$ cat config.mk
export PLATFORM = sky130hd
export DESIGN_NAME = keypad_scanner
export DESIGN_NICKNAME = d
export VERILOG_FILES = /design/src/rtl/keypad_scanner.sv
export SDC_FILE = /design/constraint.sdc
export NUM_CORES = 1
export LEC_CHECK = 0
export ABC_CLOCK_PERIOD_IN_PS = 5330
export BUFFER_PORTS_ARGS = -buffer_cell sky130_fd_sc_hd__buf_2
export CAP_MARGIN = 20
export CORE_MARGIN = 10
export CORE_UTILIZATION = 35
export DETAILED_ROUTE_END_ITERATION = 7
export PLACE_DENSITY_LB_ADDON = 0.12
export SLEW_MARGIN = 20
export SYNTH_ARGS = -nofsm -noshare
export SYNTH_HDL_FRONTEND = slang
export SYNTH_SLANG_ARGS = --single-unit
export TNS_END_PERCENT = 50
$ cat constraint.sdc
create_clock -name clk -period 5.33 [get_ports clk]
set_clock_uncertainty 0.1 [all_clocks]
set_input_delay 0.533 -clock clk [delete_from_list [all_inputs] [get_ports clk]]
set_output_delay 0.533 -clock clk [all_outputs]
set_load 0.005 [all_outputs]
$ cat src/rtl/keypad_scanner.sv
// Matrix keypad scanner with a shared settle/debounce counter.
// Confirmed keys are handed to the consumer over a valid/ready handshake.
module keypad_scanner #(
    parameter int ROWS       = 4,
    parameter int COLS       = 4,
    parameter int SETTLE     = 4,
    parameter int DEB_CYCLES = 1000
) (
    input  logic                          clk,
    input  logic                          rst,
    output logic [ROWS-1:0]               row_n,
    input  logic [COLS-1:0]               col_n,
    output logic                          key_valid,
    output logic [$clog2(ROWS*COLS)-1:0]  key_code,
    input  logic                          key_ready,
    output logic                          busy
);

    localparam int KW   = $clog2(ROWS*COLS);
    localparam int RW   = $clog2(ROWS);
    localparam int CIW  = $clog2(COLS);
    localparam int MAXC = (SETTLE > DEB_CYCLES) ? SETTLE : DEB_CYCLES;
    localparam int CW   = $clog2(MAXC + 1);

    typedef enum logic [1:0] {
        S_SCAN,
        S_CONFIRM,
        S_REPORT,
        S_RELEASE
    } state_e;

    logic [COLS-1:0] col_m_q;
    logic [COLS-1:0] col_s_q;

    state_e          state_q, state_d;
    logic [RW-1:0]   row_q, row_d;
    logic [CW-1:0]   cnt_q, cnt_d;
    logic [CIW-1:0]  cidx_q, cidx_d;
    logic [COLS-1:0] pat_q, pat_d;
    logic [KW-1:0]   code_q, code_d;
    logic            busy_q, busy_d;

    logic [RW-1:0]   row_next;
    logic [CIW-1:0]  first_zero;
    logic            cols_open;
    logic            settle_done;
    logic            deb_done;

    // Two-flop synchronizer for the raw column pins; idle level is all ones
    always_ff @(posedge clk or negedge rst) begin
        if (!rst) begin
            col_m_q <= '1;
            col_s_q <= '1;
        end else begin
            col_m_q <= col_n;
            col_s_q <= col_m_q;
        end
    end

    // Lowest closed column in the synchronized sample, plus shared helpers
    always_comb begin
        first_zero = '0;
        for (int c = COLS - 1; c >= 0; c--) begin
            if (!col_s_q[c]) first_zero = CIW'(c);
        end
        cols_open   = &col_s_q;
        settle_done = (cnt_q == CW'(SETTLE - 1));
        deb_done    = (cnt_q == CW'(DEB_CYCLES - 1));
        row_next    = (row_q == RW'(ROWS - 1)) ? '0 : row_q + 1'b1;
    end

    // State register and all datapath flops
    always_ff @(posedge clk or negedge rst) begin
        if (!rst) begin
            state_q <= S_SCAN;
            row_q   <= '0;
            cnt_q   <= '0;
            cidx_q  <= '0;
            pat_q   <= '1;
            code_q  <= '0;
            busy_q  <= 1'b0;
        end else begin
            state_q <= state_d;
            row_q   <= row_d;
            cnt_q   <= cnt_d;
            cidx_q  <= cidx_d;
            pat_q   <= pat_d;
            code_q  <= code_d;
            busy_q  <= busy_d;
        end
    end

    // Next-state logic: scan, debounce the press, report, debounce the release
    always_comb begin
        state_d = state_q;
        row_d   = row_q;
        cnt_d   = cnt_q;
        cidx_d  = cidx_q;
        pat_d   = pat_q;
        code_d  = code_q;
        busy_d  = busy_q;
        unique case (state_q)
            S_SCAN: begin
                if (!settle_done) begin
                    cnt_d = cnt_q + 1'b1;
                end else if (cols_open) begin
                    row_d = row_next;
                    cnt_d = '0;
                end else begin
                    cidx_d  = first_zero;
                    pat_d   = col_s_q;
                    busy_d  = 1'b1;
                    cnt_d   = '0;
                    state_d = S_CONFIRM;
                end
            end
            S_CONFIRM: begin
                if (col_s_q != pat_q) begin
                    busy_d  = 1'b0;
                    row_d   = row_next;
                    cnt_d   = '0;
                    state_d = S_SCAN;
                end else if (deb_done) begin
                    code_d  = KW'(int'(row_q) * COLS + int'(cidx_q));
                    cnt_d   = '0;
                    state_d = S_REPORT;
                end else begin
                    cnt_d = cnt_q + 1'b1;
                end
            end
            S_REPORT: begin
                if (key_ready) begin
                    cnt_d   = '0;
                    state_d = S_RELEASE;
                end
            end
            S_RELEASE: begin
                if (!cols_open) begin
                    cnt_d = '0;
                end else if (deb_done) begin
                    busy_d  = 1'b0;
                    row_d   = '0;
                    cnt_d   = '0;
                    state_d = S_SCAN;
                end else begin
                    cnt_d = cnt_q + 1'b1;
                end
            end
            default: begin
                state_d = S_SCAN;
                cnt_d   = '0;
            end
        endcase
    end

    // Outputs; rows are released at once while reset is held
    always_comb begin
        key_valid = (state_q == S_REPORT);
        key_code  = code_q;
        busy      = busy_q;
        for (int r = 0; r < ROWS; r++) begin
            row_n[r] = !(rst && (row_q == RW'(r)));
        end
    end

endmodule

==> results.py, run 1 <==
metrics = {
    "layout": {
        "drive_above_1_share": 0.343,
        "syn2layout_area_growth_pct": 12.8,
        "nets": 180,
        "diodes": 0,
        "design_area_mm2": 0.00187,
    },
    "logic_synthesis": {
        "ys.flop_type": "dfrtp_1",
        "yosys.area.top_type": "dfrtp_1",
        "syn_inst": 149,
        "synth-edff-count": 0,
        "ys_types": 49,
        "synth_area_leaders": "dfrtp_1, dfstp_2, mux2_2",
        "yosysSeqAreaShare": 0.506,
        "syn_area_mm2": 0.00166,
        "yosys_warnings": 0,
        "synth.top_cell.area_share": 0.316,
        "avgSynthCellArea_um2": 11.2,
        "synth_seq_cells": 33,
        "synthTopCellsByCount": "dfrtp_1, nand2_1, dfstp_2",
        "syn-num-nets": 161,
        "async_flop_share": 1.00,
        "yosys.cell_count.top_type": "dfrtp_1",
    },
    "cts": {
        "cts_hold_buf": 0,
        "cts.sinks": 33,
        "post_cts_buffers": 0,
        "cts_tree": "done",
        "clk_latency_ps": 290,
        "post_cts_resized": 0,
        "path_clk_slew_ps": 80,
        "clockRootBuffer": "clkbuf_8",
        "clock_path_buffers": 2,
        "htreeDepth": 2,
        "numCtsBuffers": 5,
    },
    "critical_path": {
        "worstPathMaxFanout": 9,
        "path_cells": "ha_1, nor3b_1, nand4_1, o21ai_0, or2_1, a21oi_1",
        "cpLargestDelayFamily": "simple AND/OR/NAND/NOR gates",
        "critPathArrivalTime_ps": 2300,
        "slowest_delay_ps": 470,
        "slowest_stage": "nor3b_1",
        "startpoint_type": "flip-flop",
        "critPathBufInv": 0,
        "worst_setup_path_end_kind": "flip-flop",
        "crit_required_ps": 5380,
        "crit_type": "reg2reg",
    },
    "sta": {
        "finalWorstPathRequiredPeriod_ps": 2250,
        "clock.fmax_mhz": 445,
        "final.setup.tns_ps": 0,
        "drv_slew": 0,
        "fin_ws_ps": 3080,
        "rsz0062_at_grt": "false",
        "setup_viol": 0,
        "maxSlewHeadroom": 0.471,
        "whs_ps": 222,
        "tightest_slew_ps": 794,
        "finalCritPeriodShare": 0.422,
        "hold_viol": 0,
    },
    "place": {
        "dp_slack_ps": 3160,
        "dp_hpwl_mm": 2.36,
        "place.gp.congestion": 0.779,
        "placed_cell_area_mm2": 0.00179,
        "io_buffers": 16,
    },
    "routing": {
        "wl_met1_mm": 1.51,
        "vias": 1149,
        "wl_mm": 3.27,
        "wl_per_cell_um": 14.6,
        "first_pass_iters": 6,
        "routed-wl-met3_um": 210,
        "drc_errors": 0,
        "ant_nets": 0,
        "drtIter0Drc": 127,
        "via_per_inst": 5.15,
        "routed.top_layer": "met4",
        "dr_wl_met2_mm": 1.51,
    },
    "floorplan": {
        "die_y_um": 88.9,
        "die_area_mm2": 0.00790,
        "die_w_um": 88.9,
        "core_mm2": 0.00466,
        "initial_utilization": 0.357,
        "rows": 25,
        "io_pins": 17,
    },
    "global_route": {
        "grt_pass1_vias": 1179,
        "track_usage": 0.0909,
        "grt_first_pass_wirelength_mm": 5.51,
        "antenna_found_initial": 0,
        "grt_max_degree": 38,
        "grt_overflow": 0,
    },
    "hold_path": {
        "hp-class": "in2async",
    },
    "power": {
        "ir_drop_mv": 0.132,
        "p_leak_uw": 0.000824,
        "power_density_mw_per_mm2": 247,
    },
    "job": {
        "cap_violations": 0,
    },
    "outcome": {
        "status": "finished clean",
    },
}
==> state kept, by name (all words and copies together), names as in the netlist, named ones only <==
register  flops
state_q       1
cnt_q        10
col_m_q       4
cidx_q        2
row_q         2
key_code      4
pat_q         4
col_s_q       4
busy          1
==> logic make-up after synthesis <==
kind of cell,synth area share
xor+xnor,0.0474
buf+inv,0.0248
flops,0.506
fa+ha+maj,0.0377
simple gates,0.190
mux,0.0730
compound gates,0.121
==> cell usage in the layout (no fill, tap or decap), types with 2 or more instances in the layout <==
cell type  synthesis  final
mux2_2             9      9
buf_2              3     16
nor2_1             5      5
a21oi_1           10     10
xor2_1             8      8
nand2_1           15     15
or2_1              2      2
nand4_1            4      4
mux2i_1            2      2
o21ai_1            2      2
o21ai_0            3      3
inv_4              0      3
o31ai_1            2      2
and4_4             2      2
nor3b_1            3      3
clkbuf_8           0      5
inv_1              5      5
nand3_1            4      4
dfstp_2           12     12
o2bb2ai_1          2      2
nor2b_1            2      2
ha_1               5      5
dfrtp_1           21     21
==> through the flow <==
step	power, uW	std cells	util
2_1_floorplan	266	149	-
3_3_place_gp	274	215	0.383
3_5_place_dp	275	215	0.383
4_1_cts	473	223	0.402
5_1_grt	485	223	0.402
6_report	462	223	0.402
==> report_power, final <==
part           internal, uW  switching, uW  leakage [uW]
Combinational          3.21           7.86      0.000366
Clock                  92.6           99.5     0.0000493
Sequential              256           2.77      0.000409
==> worst reg2reg max path: cells and delay by family (launching register included) <==
family	cells	cell delay, ps
AO/OA/AOI/OAI	2	300
adder cells (fa/ha/maj)	1	260
flip-flops	1	380
AND/OR/NAND/NOR	3	1080
==> per-layer routing <==
| layer | vias to the layer above | track usage |
|---|---|---|
| met5 | - | 0 |
| met4 | 0 | 0.0396 |
| met3 | 4 | 0.0346 |
| met2 | 26 | 0.144 |
| met1 | 551 | 0.107 |
| li1 | 568 | - |
==> worst paths after layout <==
check,to,slack (ps),start,depth (start not counted)
worst min register to register,col_s_q[3]$_DFF_PN1_,260,col_m_q[3]$_DFF_PN1_,0
worst max-delay path,cnt_q[6]$_DFFE_PN0N_,3080,cnt_q[0]$_DFFE_PN0N_,6
worst min-delay path,cnt_q[4]$_DFFE_PN0N_,220,rst,1
max in group asynchronous,key_code[1]$_DFFE_PN0P_,4400,rst,1
min in group clk,col_m_q[1]$_DFF_PN1_,240,col_n[1],1
worst max register to register,cnt_q[6]$_DFFE_PN0N_,3080,cnt_q[0]$_DFFE_PN0N_,6
==> area by class of cell <==
| cell class | count | area, um2 |
|---|---|---|
| Sequential cell | 33 | 841 |
| Multi-Input combinational cell | 107 | 779 |
| Timing Repair Buffer | 16 | 80.1 |
| Clock buffer | 5 | 68.8 |
| Inverter | 5 | 18.8 |
| Clock inverter | 3 | 18.8 |
| Tap cell | 54 | 67.6 |
| Fill cell | 446 | 2790 |
Note: power is estimated with default switching activity, not from simulation.
==> run 2: changes to the inputs <==
--- a/config.mk
+++ b/config.mk
@@ -5,7 +5,7 @@
 export SDC_FILE = /design/constraint.sdc
 export NUM_CORES = 1
 export LEC_CHECK = 0
-export ABC_CLOCK_PERIOD_IN_PS = 5330
+export ABC_CLOCK_PERIOD_IN_PS = 2300
 export BUFFER_PORTS_ARGS = -buffer_cell sky130_fd_sc_hd__buf_2
 export CAP_MARGIN = 20
 export CORE_MARGIN = 10
==> constraint.sdc (replaced) <==
create_clock -name clk -period 2.3 [get_ports clk]
set_clock_uncertainty 0.1 [all_clocks]
set_input_delay 0.23 -clock clk [delete_from_list [all_inputs] [get_ports clk]]
set_output_delay 0.23 -clock clk [all_outputs]
set_load 0.005 [all_outputs]
==> run 2 against run 1 <==
Hold slack improved by 34 ps. Non-clock buffer count increased by 7. Highest routed layer unchanged. Wire length increased by 0.21%. Critical path depth unchanged. Setup slack got worse by 2900 ps. Clock-buffer cell count unchanged. Critical path type unchanged.
==> results.py, run 2 (synthesis results as in run 1) <==
metrics = {
    "sta": {
        "finalWorstPathRequiredPeriod_ps": 2080,
        "setup_viol": 0,
        "final.setup.tns_ps": 0,
        "hold_viol": 0,
        "finalCritPeriodShare": 0.902,
        "drv_slew": 0,
        "rsz0062_at_grt": "false",
        "clock.fmax_mhz": 482,
        "tightest_slew_ps": 396,
        "maxSlewHeadroom": 0.735,
    },
    "layout": {
        "most-common-layout-cells": "dfrtp_1, buf_2, nand2_1, dfstp_2, a21oi_1",
        "fillers": 486,
        "drive_above_1_share": 0.352,
        "syn2layout_area_growth_pct": 17.0,
        "diodes": 0,
        "final_cell_count_no_fill": 230,
        "layout_commonest_cell": "dfrtp_1",
        "regMostFlops": "cnt_q",
        "largest_reg_flops": 10,
        "nets": 187,
    },
    "place": {
        "dp_cells": 217,
        "io_buffers": 16,
        "dp_hpwl_mm": 2.42,
        "place.gp.congestion": 0.816,
    },
    "power": {
        "power_density_mw_per_mm2": 545,
        "p_leak_uw": 0.000854,
        "ir_drop_mv": 0.274,
    },
    "floorplan": {
        "die_w_um": 88.9,
        "die_y_um": 88.9,
        "core_mm2": 0.00466,
        "die_area_mm2": 0.00790,
        "io_pins": 17,
        "rows": 25,
        "initial_utilization": 0.357,
    },
    "cts": {
        "clk_latency_ps": 290,
        "path_clk_slew_ps": 70,
        "clockRootBuffer": "clkbuf_8",
        "clock_path_buffers": 2,
        "cts.sinks": 33,
        "numCtsBuffers": 5,
        "htreeDepth": 2,
        "cts_tree": "done",
    },
    "hold_path": {
        "hp-start": "col_m_q[2]$_DFF_PN1_",
        "hp-class": "reg2reg",
    },
    "global_route": {
        "grt_max_degree": 21,
        "grt_pass1_vias": 1235,
        "antenna_found_initial": 0,
        "grt_overflow": 0,
        "track_usage": 0.0938,
        "grt_first_pass_wirelength_mm": 5.73,
    },
    "routing": {
        "drc_errors": 0,
        "via_per_inst": 5.11,
        "wl_per_cell_um": 14.2,
        "wl_mm": 3.27,
        "ant_nets": 0,
        "drtIter0Drc": 79,
        "first_pass_iters": 4,
        "vias": 1176,
    },
    "critical_path": {
        "reg2reg_slack_ps": 220,
        "r2r-start": "cnt_q[0]$_DFFE_PN0N_",
        "startpoint_type": "flip-flop",
        "worstPathMaxFanout": 6,
        "cp-startpoint": "cnt_q[0]$_DFFE_PN0N_",
        "worst_setup_path_end_kind": "flip-flop",
        "crit_required_ps": 2400,
        "crit_type": "reg2reg",
        "critPathArrivalTime_ps": 2180,
    },
    "outcome": {
        "status": "finished clean",
    },
    "job": {
        "cap_violations": 0,
    },
}
## run 2: changes by cell type in the layout (fill, tap and decap cells not counted)
cell | previous run | this run
buf_4 | 0 | 2
clkinv_2 | 0 | 2
dlygate4sd3_1 | 0 | 5
inv_4 | 3 | 1
nor3b_1 | 3 | 2
nor3b_2 | 0 | 1
or2_1 | 2 | 1
or2_4 | 0 | 1
## run 2: area by class of cell
cell class                 instances  area, um2  share of cell area
clock inverter                     3       16.3             0.00837
clock buffer                       5       68.8              0.0354
timing repair buffer              23        145              0.0746
sequential                        33        841               0.432
tap                               54       67.6              0.0347
inverter                           5       18.8             0.00965
multi-input combinational        107        787               0.405
## run 2: critical path, cell delays in order (launching register included)
cell      delay, ps
dfrtp_1         380
ha_1            250
and4bb_2        260
nand3_1         140
or2_1           280
a211oi_2        320
mux2i_1         240
## run 2: worst paths after layout
path,end,depth (start not counted)
hold / removal,col_s_q[2]$_DFF_PN1_,0
hold reg to reg,col_s_q[2]$_DFF_PN1_,0
max in group asynchronous,col_s_q[1]$_DFF_PN1_,3
min in group asynchronous,cidx_q[0]$_DFFE_PN0P_,2
setup reg to reg,row_q[1]$_DFFE_PN0P_,6
setup / recovery,row_q[1]$_DFFE_PN0P_,6
## run 2: report_power, final
| part | internal [uW] | switching, uW | leakage [uW] |
|---|---|---|---|
| Combinational | 14.0 | 19.6 | 0.000397 |
| Sequential | 594 | 6.23 | 0.000409 |
| Clock | 209 | 216 | 0.0000482 |
## run 2: what timing repair did
| item | in CTS | in global routing |
|---|---|---|
| hold buffers | 5 | 0 |
| buffers inserted | 0 | 0 |
| endpoints found under the hold margin | 12 | 0 |
| gates resized for setup | 0 | 2 |
| endpoints found under the setup margin | 0 | 14 |
## run 2: through the flow
step	worst slack [ps]	total power, uW	hold slack [ps]	utilization	area, um2
after global placement	207	638	64.4	0.387	1800
after detailed placement	111	639	72.6	0.387	1800
after global routing	52.7	1110	266	0.417	1940
after floorplan	349	616	-166	-	1660
after CTS	82.4	1080	257	0.416	1940
final	225	1060	256	0.417	1940
## run 2: routing by layer
layer,up-vias,global-route usage,wire [um],share of wire
met4,0,0.0411,69,0.021
met5,-,0,0,0
met3,7,0.0383,156,0.048
li1,582,-,-,-
met2,17,0.156,1630,0.50
met1,570,0.103,1420,0.43
==> run 3: changes to the inputs <==
--- a/config.mk
+++ b/config.mk
@@ -8,6 +8,7 @@
 export ABC_CLOCK_PERIOD_IN_PS = 2300
 export BUFFER_PORTS_ARGS = -buffer_cell sky130_fd_sc_hd__buf_2
 export CAP_MARGIN = 20
+export CORE_ASPECT_RATIO = 1.2
 export CORE_MARGIN = 10
 export CORE_UTILIZATION = 35
 export DETAILED_ROUTE_END_ITERATION = 7
==> run 3 against run 2 <==
Register-to-register slack worse by 20 ps. Setup slack worse by 15 ps. Non-clock buffer count did not move. Wire length is 2.3% higher. Critical path depth unchanged. Clock power is 29% higher. Global-route usage decreased by 0.38 points. Final area grew 1.7%. Critical path type unchanged. Largest power group unchanged.
==> results.py, run 3 (synthesis results as in run 1) <==
metrics = {
    "routing": {
        "dr_wl_met2_mm": 1.66,
        "vias": 1208,
        "routed-wl-met3_um": 115,
        "first_pass_iters": 4,
        "drc_errors": 0,
        "wl_met1_mm": 1.50,
        "wl_per_cell_um": 14.3,
        "routed.top_layer": "met4",
        "via_per_inst": 5.16,
        "ant_nets": 0,
        "drtIter0Drc": 46,
        "wl_mm": 3.35,
    },
    "global_route": {
        "grt_pass1_vias": 1233,
        "grt_overflow": 0,
        "grt_max_degree": 32,
        "grt_first_pass_wirelength_mm": 5.84,
        "track_usage": 0.0900,
        "antenna_found_initial": 0,
    },
    "critical_path": {
        "worst_setup_path_end_kind": "flip-flop",
        "crit_type": "reg2reg",
        "critPathArrivalTime_ps": 2160,
        "cpLargestDelayFamily": "compound AO/OA/AOI/OAI gates",
        "path_cells": "ha_1, nor3b_2, a21oi_1, o21bai_1, a211oi_1, mux2_2",
        "r2r_cells": 6,
        "crit_required_ps": 2370,
        "r2r-start": "cnt_q[0]$_DFFE_PN0N_",
        "startpoint_type": "flip-flop",
        "critPathBufInv": 0,
        "reg2reg_slack_ps": 210,
        "slowest_stage": "dfrtp_1",
        "slowest_delay_ps": 390,
        "worst_r2r_endpoint": "state_q[0]$_DFFE_PN0P_",
        "worstPathMaxFanout": 6,
    },
    "layout": {
        "largest_reg_flops": 10,
        "layout_commonest_cell": "dfrtp_1",
        "syn2layout_area_growth_pct": 19.0,
        "most-common-layout-cells": "dfrtp_1, buf_2, nand2_1, dfstp_2, a21oi_1",
        "seqCellArea_um2": 841,
        "nets": 187,
        "drive_above_1_share": 0.347,
        "regMostFlops": "cnt_q",
        "fillers": 469,
        "multi_input_area_um2": 785,
        "diodes": 0,
    },
    "sta": {
        "final.setup.tns_ps": 0,
        "rsz0062_at_grt": "false",
        "finalWorstPathRequiredPeriod_ps": 2090,
        "setup_viol": 0,
        "drv_slew": 0,
        "clock.fmax_mhz": 478,
        "hold_viol": 0,
        "tightest_slew_ps": 401,
        "finalCritPeriodShare": 0.909,
        "maxSlewHeadroom": 0.732,
    },
    "outcome": {
        "status": "finished clean",
    },
    "place": {
        "place.gp.congestion": 0.809,
        "io_buffers": 16,
        "dp_hpwl_mm": 2.50,
    },
    "floorplan": {
        "io_pins": 17,
        "core_mm2": 0.00459,
        "die_y_um": 95.5,
        "die_area_mm2": 0.00792,
        "die_w_um": 82.9,
        "rows": 27,
        "initial_utilization": 0.362,
    },
    "power": {
        "power_uw": 1180,
        "ir_drop_mv": 0.330,
        "power_density_mw_per_mm2": 598,
        "p_leak_uw": 0.000861,
    },
    "cts": {
        "htreeDepth": 2,
        "clk_latency_ps": 290,
        "clock_path_buffers": 2,
        "cts_tree": "done",
        "post_cts_buffers": 0,
        "path_clk_slew_ps": 70,
        "cts.sinks": 33,
        "numCtsBuffers": 5,
        "clockRootBuffer": "clkbuf_8",
    },
    "job": {
        "cap_violations": 0,
    },
    "hold_path": {
        "hp-class": "in2async",
    },
}
-- run 3: final cells by class --
type,instances,area share
Clock buffer,5,0.0348
Multi-Input combinational cell,107,0.397
Clock inverter,3,0.0234
Inverter,5,0.00949
Sequential cell,33,0.425
Tap cell,58,0.0367
Timing Repair Buffer,23,0.0734
-- run 3: worst max path at each step --
| stage | startpoint | end | slack (ps) | cells after the start |
|---|---|---|---|---|
| after floorplan | cnt_q[0]$_DFFE_PN0N_ | state_q[0]$_DFFE_PN0P_ | 350 | 6 |
| after global placement | cnt_q[0]$_DFFE_PN0N_ | state_q[0]$_DFFE_PN0P_ | 200 | 6 |
| after detailed placement | cnt_q[0]$_DFFE_PN0N_ | state_q[0]$_DFFE_PN0P_ | 100 | 6 |
| after CTS | cnt_q[0]$_DFFE_PN0N_ | state_q[0]$_DFFE_PN0P_ | 80 | 6 |
| after global routing | cnt_q[0]$_DFFE_PN0N_ | cnt_q[5]$_DFFE_PN0N_ | 30 | 6 |
| final | cnt_q[0]$_DFFE_PN0N_ | state_q[0]$_DFFE_PN0P_ | 210 | 6 |
-- run 3: per-layer routing --
metal / up-vias / GRT usage
met3: 7 / 0.0324
met4: 0 / 0.0426
met2: 19 / 0.153
met1: 596 / 0.0987
met5: - / 0
li1: 586 / -
-- run 3: repair_timing --
item	CTS	global route
hold buffers	5	0
endpoints found under the setup margin	0	10
endpoints found under the hold margin	6	0
resized for setup	0	1
-- run 3: power breakdown --
group          internal, uW  switching, uW
combinational          14.0           20.2
clock                   324            223
sequential              594           6.51
-- run 3: worst reg2reg max path, delay by kind of cell, from the launching register on --
family	cells	cell delay, ps
muxes	1	370
DFF	1	390
AOI/OAI and AO/OA	3	530
and+or+nand+nor	1	310
adders and majority gates	1	260
-- run 3: per-stage QoR --
stage / utilization / hold WS [ps] / instance area (um2) / worst slack, ps / std cells
finish: 0.430 / 217 / 1980 / 209 / 234
global route: 0.430 / 223 / 1980 / 30.1 / 234
CTS: 0.429 / 226 / 1970 / 77.9 / 234
detailed placement: 0.393 / -21.1 / 1810 / 103 / 221
global placement: 0.393 / -19.9 / 1810 / 195 / 221
floorplan: - / -166 / 1660 / 349 / 149
